File: src/rtl/imem_pkg.sv
// Shared types and widths for the instruction fetch unit.
// Used by imem_fetch and its entry buffer imem_fetch_fifo.
package imem_pkg;

  localparam int ADDR_W = 11;
  localparam int DATA_W = 16;
  localparam int CNT_W  = 3;

  typedef enum logic {
    BOOT_WAIT,
    RUN
  } fetch_state_t;

  typedef struct packed {
    logic [ADDR_W-1:0] pc;
    logic [DATA_W-1:0] instr;
  } fetch_entry_t;

  function automatic logic [ADDR_W-1:0] pc_inc(
    input logic [ADDR_W-1:0] pc
  );
    return pc + ADDR_W'(1);
  endfunction

endpackage

File: src/rtl/imem_fetch_fifo.sv
// Small FIFO of fetched {pc, instr} entries, DEPTH 2..4.
// Flush has priority over push and pop on the same edge.
module imem_fetch_fifo
  import imem_pkg::*;
#(
  parameter int DEPTH = 2
) (
  input  logic             clk,
  input  logic             rst,
  input  logic             push,
  input  fetch_entry_t     wdata,
  input  logic             pop,
  input  logic             flush,
  output fetch_entry_t     head,
  output logic             full,
  output logic             empty,
  output logic [CNT_W-1:0] count
);

  localparam int PTR_W = $clog2(DEPTH);
  localparam logic [PTR_W-1:0] LAST = PTR_W'(DEPTH - 1);

  fetch_entry_t     mem [DEPTH];
  logic [PTR_W-1:0] wr_ptr;
  logic [PTR_W-1:0] rd_ptr;
  logic             do_push;
  logic             do_pop;

  assign full    = (count == CNT_W'(DEPTH));
  assign empty   = (count == '0);
  assign do_push = push & ~full & ~flush;
  assign do_pop  = pop & ~empty & ~flush;
  assign head    = mem[rd_ptr];

  always_ff @(posedge clk or negedge rst) begin
    if (!rst) begin
      wr_ptr <= '0;
      rd_ptr <= '0;
      count  <= '0;
    end else if (flush) begin
      wr_ptr <= '0;
      rd_ptr <= '0;
      count  <= '0;
    end else begin
      if (do_push)
        wr_ptr <= (wr_ptr == LAST) ? '0 : wr_ptr + PTR_W'(1);
      if (do_pop)
        rd_ptr <= (rd_ptr == LAST) ? '0 : rd_ptr + PTR_W'(1);
      unique case ({do_push, do_pop})
        2'b10:   count <= count + CNT_W'(1);
        2'b01:   count <= count - CNT_W'(1);
        default: count <= count;
      endcase
    end
  end

  // Payload storage needs no reset: empty gates its visibility.
  always_ff @(posedge clk) begin
    if (do_push)
      mem[wr_ptr] <= wdata;
  end

endmodule

File: src/rtl/imem_fetch.sv
// Instruction fetch from BSRAM into a small buffer, with redirect.
// Define IMEM_FETCH_BYPASS_EN to forward read data straight to instr.
module imem_fetch
  import imem_pkg::*;
#(
  parameter logic [ADDR_W-1:0] RESET_PC = 11'd0,
  parameter int                DEPTH    = 2
) (
  input  logic              clk,
  input  logic              rst,
  input  logic              boot_busy,
  input  logic              pc_load,
  input  logic [ADDR_W-1:0] pc_target,
  input  logic              instr_ready,
  output logic              instr_valid,
  output logic [DATA_W-1:0] instr,
  output logic [ADDR_W-1:0] instr_pc,
  output logic              mem_ce,
  output logic [ADDR_W-1:0] mem_ad,
  input  logic [DATA_W-1:0] mem_dout
);

  fetch_state_t      state;
  logic [ADDR_W-1:0] fetch_pc;
  logic [ADDR_W-1:0] inflight_pc;
  logic              inflight;

  fetch_entry_t      head;
  fetch_entry_t      wdata;
  logic              full;
  logic              empty;
  logic [CNT_W-1:0]  count;

  logic              pop;
  logic              push;
  logic              issue;
  logic              room;
  logic [CNT_W:0]    occ;

  assign pop   = instr_valid & instr_ready;
  assign wdata = '{pc: inflight_pc, instr: mem_dout};

  // Occupancy after this edge if nothing new were issued.
  assign occ = {1'b0, count}
             + (CNT_W+1)'(inflight)
             - (CNT_W+1)'(pop);

  assign room  = (~full | pop) & (occ < (CNT_W+1)'(DEPTH));
  assign issue = (state == RUN) & ~boot_busy & ~pc_load & room;

  assign mem_ce = issue;
  assign mem_ad = fetch_pc;

`ifdef IMEM_FETCH_BYPASS_EN
  logic live;

  // A read being killed by this edge's redirect is not live.
  assign live = inflight & ~pc_load;
  assign push = live & ~(empty & instr_ready);

  always_comb begin
    instr_valid = ~empty | live;
    instr       = '0;
    instr_pc    = RESET_PC;
    if (!empty) begin
      instr    = head.instr;
      instr_pc = head.pc;
    end else if (live) begin
      instr    = mem_dout;
      instr_pc = inflight_pc;
    end
  end
`else
  assign push = inflight & ~pc_load;

  always_comb begin
    instr_valid = ~empty;
    instr       = '0;
    instr_pc    = RESET_PC;
    if (!empty) begin
      instr    = head.instr;
      instr_pc = head.pc;
    end
  end
`endif

  always_ff @(posedge clk or negedge rst) begin
    if (!rst) begin
      state       <= BOOT_WAIT;
      fetch_pc    <= RESET_PC;
      inflight_pc <= RESET_PC;
      inflight    <= 1'b0;
    end else begin
      unique case (state)
        BOOT_WAIT: if (!boot_busy) state <= RUN;
        RUN:       if (boot_busy)  state <= BOOT_WAIT;
        default:   state <= BOOT_WAIT;
      endcase
      // issue is low under pc_load, so a redirect also kills inflight.
      inflight <= issue;
      if (issue)
        inflight_pc <= fetch_pc;
      if (pc_load)
        fetch_pc <= pc_target;
      else if (issue)
        fetch_pc <= pc_inc(fetch_pc);
    end
  end

  imem_fetch_fifo #(
    .DEPTH (DEPTH)
  ) u_fifo (
    .clk   (clk),
    .rst   (rst),
    .push  (push),
    .wdata (wdata),
    .pop   (pop),
    .flush (pc_load),
    .head  (head),
    .full  (full),
    .empty (empty),
    .count (count)
  );

endmodule

File: config.mk
export PLATFORM = sky130hd
export DESIGN_NAME = imem_fetch
export DESIGN_NICKNAME = d
export VERILOG_FILES = /design/src/rtl/imem_pkg.sv /design/src/rtl/imem_fetch_fifo.sv /design/src/rtl/imem_fetch.sv
export SDC_FILE = /design/constraint.sdc
export NUM_CORES = 1
export LEC_CHECK = 0
export BUFFER_PORTS_ARGS = -buffer_cell sky130_fd_sc_hd__buf_2
export CAP_MARGIN = 10
export CORE_ASPECT_RATIO = 1.1
export CORE_UTILIZATION = 34
export DETAILED_ROUTE_END_ITERATION = 7
export MAX_ROUTING_LAYER = met4
export PLACE_DENSITY = 0.59
export REMOVE_ABC_BUFFERS = 1
export SLEW_MARGIN = 20
export SYNTH_ARGS = -nofsm -noshare
export SYNTH_HDL_FRONTEND = slang
export SYNTH_HIERARCHICAL = 1
export SYNTH_SLANG_ARGS = --single-unit
export TNS_END_PERCENT = 10
File: constraint.sdc
create_clock -name clk -period 4.9 [get_ports clk]
set_clock_uncertainty 0.2 [all_clocks]
set_input_delay 0.49 -clock clk [delete_from_list [all_inputs] [get_ports clk]]
set_output_delay 0.49 -clock clk [all_outputs]
set_load 0.005 [all_outputs]
# Word-level counts from Yosys, hierarchy flattened
# Memories as Yosys holds them, arrays and structs flattened.
# Index checks and enable logic that the tools add are counted.
# word_totals
regBits	29
in_bits	32
n_memories	1
output_inout_bits	40
word_cells	54
mem_bits_rw	54
# memory_table
name	depth	width	rd	rd_clocked_by_memory_dff	wr	line_no	source
u_fifo.mem	2	27	1	0	1	imem_fetch_fifo.sv:23	fetch_entry_t mem [DEPTH];
# op_classes
reduce_logical	5
mux	15
n_eq_ne	3
n_bitwise	15
addsub	7
n_lt_le_gt_ge	1
# ops
op	n
two-way mux 11 bit	3
two-way mux 16 bit	1
adder 11 x 1 -> 11 bit, second input constant	1
bitwise AND 1 bit	10
two-way mux 1 bit	9
one-hot mux 3 bit (2 select lines)	1
nonzero test 2 bit	3
adder 3 x 1 -> 4 bit	1
less-than comparator 4 x 2 -> 1 bit, second input constant	1
inverter 1 bit	4
subtractor 4 x 1 -> 4 bit	1
adder 3 x 1 -> 3 bit, second input constant	1
== test 3 x 2 -> 1 bit, second input constant	1
zero test 3 bit	1
two-way mux 3 bit	1
nonzero test 3 bit	1
subtractor 3 x 1 -> 3 bit, second input constant	1
adder 1 bit, second input constant	2
== test 2 x 1 -> 1 bit, second input constant	1
== test 2 bit, second input constant	1
bitwise OR 1 bit	1

# Depth between registers and ports, before layout
# depth
ltp_word	9
ltp_mapped	13
mapped_depth_nobuf	11

# Cells and area by module
# Netlist, hierarchy kept.
# by_module_without_submodules
mod	area_each_um2	n_inst	cells_per_inst	seq_area_each_um2
imem_fetch_fifo	2398.6	1	136	1746.7
imem_fetch	1461.4	1	136	600.6

# Worst setup path after synthesis
# Ideal clock, no wire load.
# synth_timing
path_type	input -> register
startpoint	in pc_load
endpoint	mem u_fifo/mem[1][0] in the netlist's numbering (enable)
required_ns	4.249
stages	6
slack_ns	0.985
setup_time_ns	0.451
path_buffers	3
arrival_ns	3.265
path_cell_list	buf_2 -> clkbuf_1 -> nor2b_1 -> buf_4 -> nand2b_1 -> nor3b_1
# synth_between
elab_chain_len	6
# synth_rtl
item	line_no	source
start, declared	imem_fetch.sv:12	input logic pc_load,
inverter 1 bit	imem_fetch.sv:74	assign push = inflight & ~pc_load;
bitwise AND 1 bit	imem_fetch.sv:74	
named net push	imem_fetch.sv:35	logic push;
bitwise AND 1 bit (2 in series)	imem_fetch_fifo.sv:31	assign do_push = push & ~full & ~flush;
two-way mux 1 bit	imem_fetch_fifo.sv:59	if (do_push)
two-way mux 1 bit (not written as such)	imem_fetch_fifo.sv:60	mem[wr_ptr] <= wdata;
end, declared	imem_fetch_fifo.sv:23	
# The timed path passes the listed nets, and every way through them passes these cells.

# Worst setup path after layout
# layout_timing
startpoint	reg u_fifo.count[0]
endpoint	out mem_ce
# layout_between
elab_chain_len	7
word_cells_on_any_way	11
classes_between	2 x add/sub; 1 x order compare; 1 x eq/ne; 6 x bitwise; 1 x reduce/logical
# layout_rtl
item	line_no	source
start, declared	imem_fetch_fifo.sv:17	output logic [CNT_W-1:0] count
start signal, assigned	imem_fetch_fifo.sv:50	2'b10: count <= count + CNT_W'(1);
start signal, assigned	imem_fetch_fifo.sv:51	2'b01: count <= count - CNT_W'(1);
start signal, assigned	imem_fetch_fifo.sv:52	default: count <= count;
zero test 3 bit *	imem_fetch_fifo.sv:30	assign empty = (count == '0);
named net empty	imem_fetch.sv:31	logic empty;
inverter 1 bit *	imem_fetch.sv:77	instr_valid = ~empty;
bitwise AND 1 bit *	imem_fetch.sv:40	assign pop = instr_valid & instr_ready;
named net pop	imem_fetch.sv:34	logic pop;
subtractor 4 x 1 -> 4 bit	imem_fetch.sv:46	- (CNT_W+1)'(pop);
less-than comparator 4 x 2 -> 1 bit	imem_fetch.sv:48	assign room = (~full | pop) & (occ < (CNT_W+1)'(DEPTH));
bitwise AND 1 bit *	imem_fetch.sv:48	
bitwise AND 1 bit *	imem_fetch.sv:49	assign issue = (state == RUN) & ~boot_busy & ~pc_load & room;
end, declared	imem_fetch.sv:18	output logic mem_ce,
# Mark *: on every way through the listed nets, which the timed path passes. The rest lies on a longest branch.

==> results.yml <==
timing:
  worst_pin_slew_ns: 0.818
  hold_viol: 8
  finalCriticalPeriod_ns: 4.32
  slew-limit-headroom_pct: 45.4
  finalCritPeriodShare_pct: 88.1
  finalWorstSetupSlack_ns: 0.584
  rsz0062_at_grt: "no"
  max_freq_mhz: 232
  setup_viol: 0
  whs_ns: -0.00790
  drv_slew: 0
placement:
  routabilityCongestion: 0.782
  io_buffer_count: 71
  place_ws_ns: 0.781
  dp_hpwl_um: 4980
clocking:
  cts_tree: "built"
  htreeDepth: 3
  cts_sinks: 83
  cts_buffers: 9
  cts_buffer_depth: 2
  clkLatencyLatePin_ns: 0.33
  post-cts-setup-buffers: 0
  ctsHoldBuffers: 0
  cts_resized: 0
  cts_root_buf: "clkbuf_16"
  clkTransAtPathRegs_ns: 0.06
global_routing:
  antenna_found_initial: 0
  grt_overflow_total: 0
  grt_pass1_wl_um: 12200
  grt_pass1_vias: 2423
  track_usage_pct: 13.9
  grt_max_degree: 30
yosys:
  synth_cell_type_count: 47
  synth_area_leaders: "edfxtp_1 42%, dfrtp_1 19%, mux2_2 13%, nor2b_1 4.7%, a221o_1 2.6%"
  ys_seq_area_share_pct: 60.8
  synth_top_area_cell: "edfxtp_1"
  yosysWarnings: 6
  syn_inst: 272
  synthArstFlopShare_pct: 34.9
  synth_edf_count: 54
  ys.flop_type: "edfxtp_1"
  synth_top_area_share_pct: 42.0
  synth.avg_cell_area_um2: 14.2
  ys_ff_latch: 83
  netlist_area_um2: 3860
worst_setup_path:
  path_max_fanout: 22
  timing.rr.end: "mem_ad[7]$_DFFE_PN0P_"
  worstPathCellList: "nor3_2 > nor2b_1 > buf_4 > ha_1 > nand2b_1 > fa_1 > nor4bb_1 > o211ai_1 > or3_4 > clkinv_2 > buf_2"
  rr_startpoint: "u_fifo/count[0]$_DFFE_PN0P_"
  endpoint_kind: "output pin"
  critPathKind: "reg -> out"
  start_kind: "register"
  cp_slowest_stage_delay_ns: 0.55
  crit_required_ns: 4.21
  worstRegToRegCells: 12
  reg2reg_setup_slack_ns: 0.79
  critical-path-slowest-cell: "dfrtp_1"
  cp_data_arrival_time_ns: 3.63
pwr:
  leakage_uw: 0.00183
  combPwrFrac_pct: 29.9
  netSwitchingPower_uw: 719
  clkPwrFrac_pct: 28.1
  p_per_area_nw_per_um2: 505
  power_frac_seq_pct: 42.0
  ir_worst_vdd_uv: 157
  sw_frac_of_total_pct: 30.6
  power.total_uw: 2350
  internal_power_uw: 1630
final_layout:
  drive_gt1_share_pct: 40.8
  fin_nets: 381
  antenna_cells: 0
  area_delta_synth_final_pct: 20.6
  final_core_util_pct: 42.3
route:
  dr.pass1.iters: 4
  drtIter0Drc: 59
  ant_nets: 0
  wl_um: 7440
  vias_per_cell: 4.75
  via_count: 2351
  wl_per_cell_um: 15.0
  drc: 0
floorplan:
  rows: 40
  pin_count: 72
  die_width_um: 104
  die-area_um2: 11800
  die_y_um: 114
  core_area_um2: 11000
  start_util_pct: 35.1
min_path:
  hold_path.class: "in -> async"
flow_run:
  maxCapViolCount: 0
status:
  status: "complete, but fails checks"
  violations: "negative hold slack"
worst max path at each step:
stage                                     start                      to  slack (ns)  cells past startpoint
floorplan           u_fifo/count[0]$_DFFE_PN0P_  mem_ad[10]$_DFFE_PN0P_       -0.62                     11
global placement    u_fifo/count[0]$_DFFE_PN0P_   mem_ad[8]$_DFFE_PN0P_        0.97                     12
detailed placement  u_fifo/count[0]$_DFFE_PN0P_   mem_ad[7]$_DFFE_PN0P_        0.78                     12
CTS                 u_fifo/count[0]$_DFFE_PN0P_                  mem_ce        0.56                     11
global route        u_fifo/count[0]$_DFFE_PN0P_                  mem_ce        0.34                     11
finish              u_fifo/count[0]$_DFFE_PN0P_                  mem_ce        0.58                     11
metrics by stage:
stage          cell area, µm²  hold WS, ns  setup TNS (ns)  std cells
2_1_floorplan            3750     -0.00559           -6.13        255
3_3_place_gp             4350        0.253               0        479
3_5_place_dp             4350        0.255               0        479
4_1_cts                  4650       0.0131               0        495
5_1_grt                  4650       0.0422               0        495
6_report                 4650     -0.00790               0        495
metal layers:
metal  up-vias  track usage [%]  share of wire [%]
met5         -                -                  0
met4         0             6.96                1.9
met3        10             2.46                3.1
met2        55             22.6                 49
met1      1136             16.8                 46
li1       1150                -                  -
power by group through the flow:
stage          Clock (µW)  Combinational, µW  Sequential [µW]
2_1_floorplan           0                451              968
3_3_place_gp            0                701              993
3_5_place_dp            0                713             1000
4_1_cts               679                719              989
5_1_grt               715                784             1010
6_report              662                702              988
registers in the layout (all words and copies together) (netlist names):
signal,count
inflight,1
inflight_pc,11
mem_ad,11
state,1
u_fifo/count,3
u_fifo/mem,54
u_fifo/rd_ptr,1
u_fifo/wr_ptr,1
critical path: cells and delay by family (launching register included):
family	cells	cell delay, ns
AOI/OAI and AO/OA	1	0.14
adders and majority gates	2	0.76
buffers and inverters	3	0.59
DFF	1	0.55
and+or+nand+nor	5	1.24
cells in the mapped netlist (3+ instances only):
cell / n
edfxtp_1: 54
mux2_2: 43
dfrtp_1: 29
nor2b_1: 29
a221o_1: 10
inv_1: 9
nor3_1: 8
and3_1: 6
buf_2: 6
nor3b_1: 6
clkbuf_1: 5
mux2i_1: 5
nand3_1: 5
nor2_1: 5
ha_1: 4
nand2_1: 4
buf_4: 3
nand2b_1: 3
nand3b_1: 3
o21ai_0: 3
xor2_1: 3
logic make-up after synthesis:
kind of cell	share of synthesized area, %
fa+ha+maj	2.33
flops	60.8
buf+inv	3.86
mux	13.8
compound gates	5.84
simple gates	12.4
xor+xnor	0.908
cell type report:
cell class / instances / area [µm²]
inverter: 11 / 42.5
multi-input combinational: 161 / 1380
clock inverter: 3 / 17.5
sequential: 83 / 2350
tap: 147 / 184
clock buffer: 13 / 283
timing repair buffer: 77 / 400
fill: 1059 / 6360
cells in the final DEF (no fill, tap or decap), types with 2 or more instances in the layout:
cell type,count
fa_1,2
nor2b_1,29
nand2b_1,3
and4b_1,2
mux2_2,43
clkbuf_16,11
and3_1,6
mux2i_1,5
ha_1,4
dfrtp_1,29
nand3_1,5
nor3_2,2
clkinv_2,3
buf_2,71
xor2_1,3
nand2_1,4
o21ai_0,3
nor3_1,6
a221o_1,10
nand3b_1,3
edfxtp_1,54
buf_4,6
nor2_1,5
nor3b_1,5
o211ai_1,2
inv_1,9
clkbuf_1,2
No activity file was read; power rests on OpenSTA's default activity.
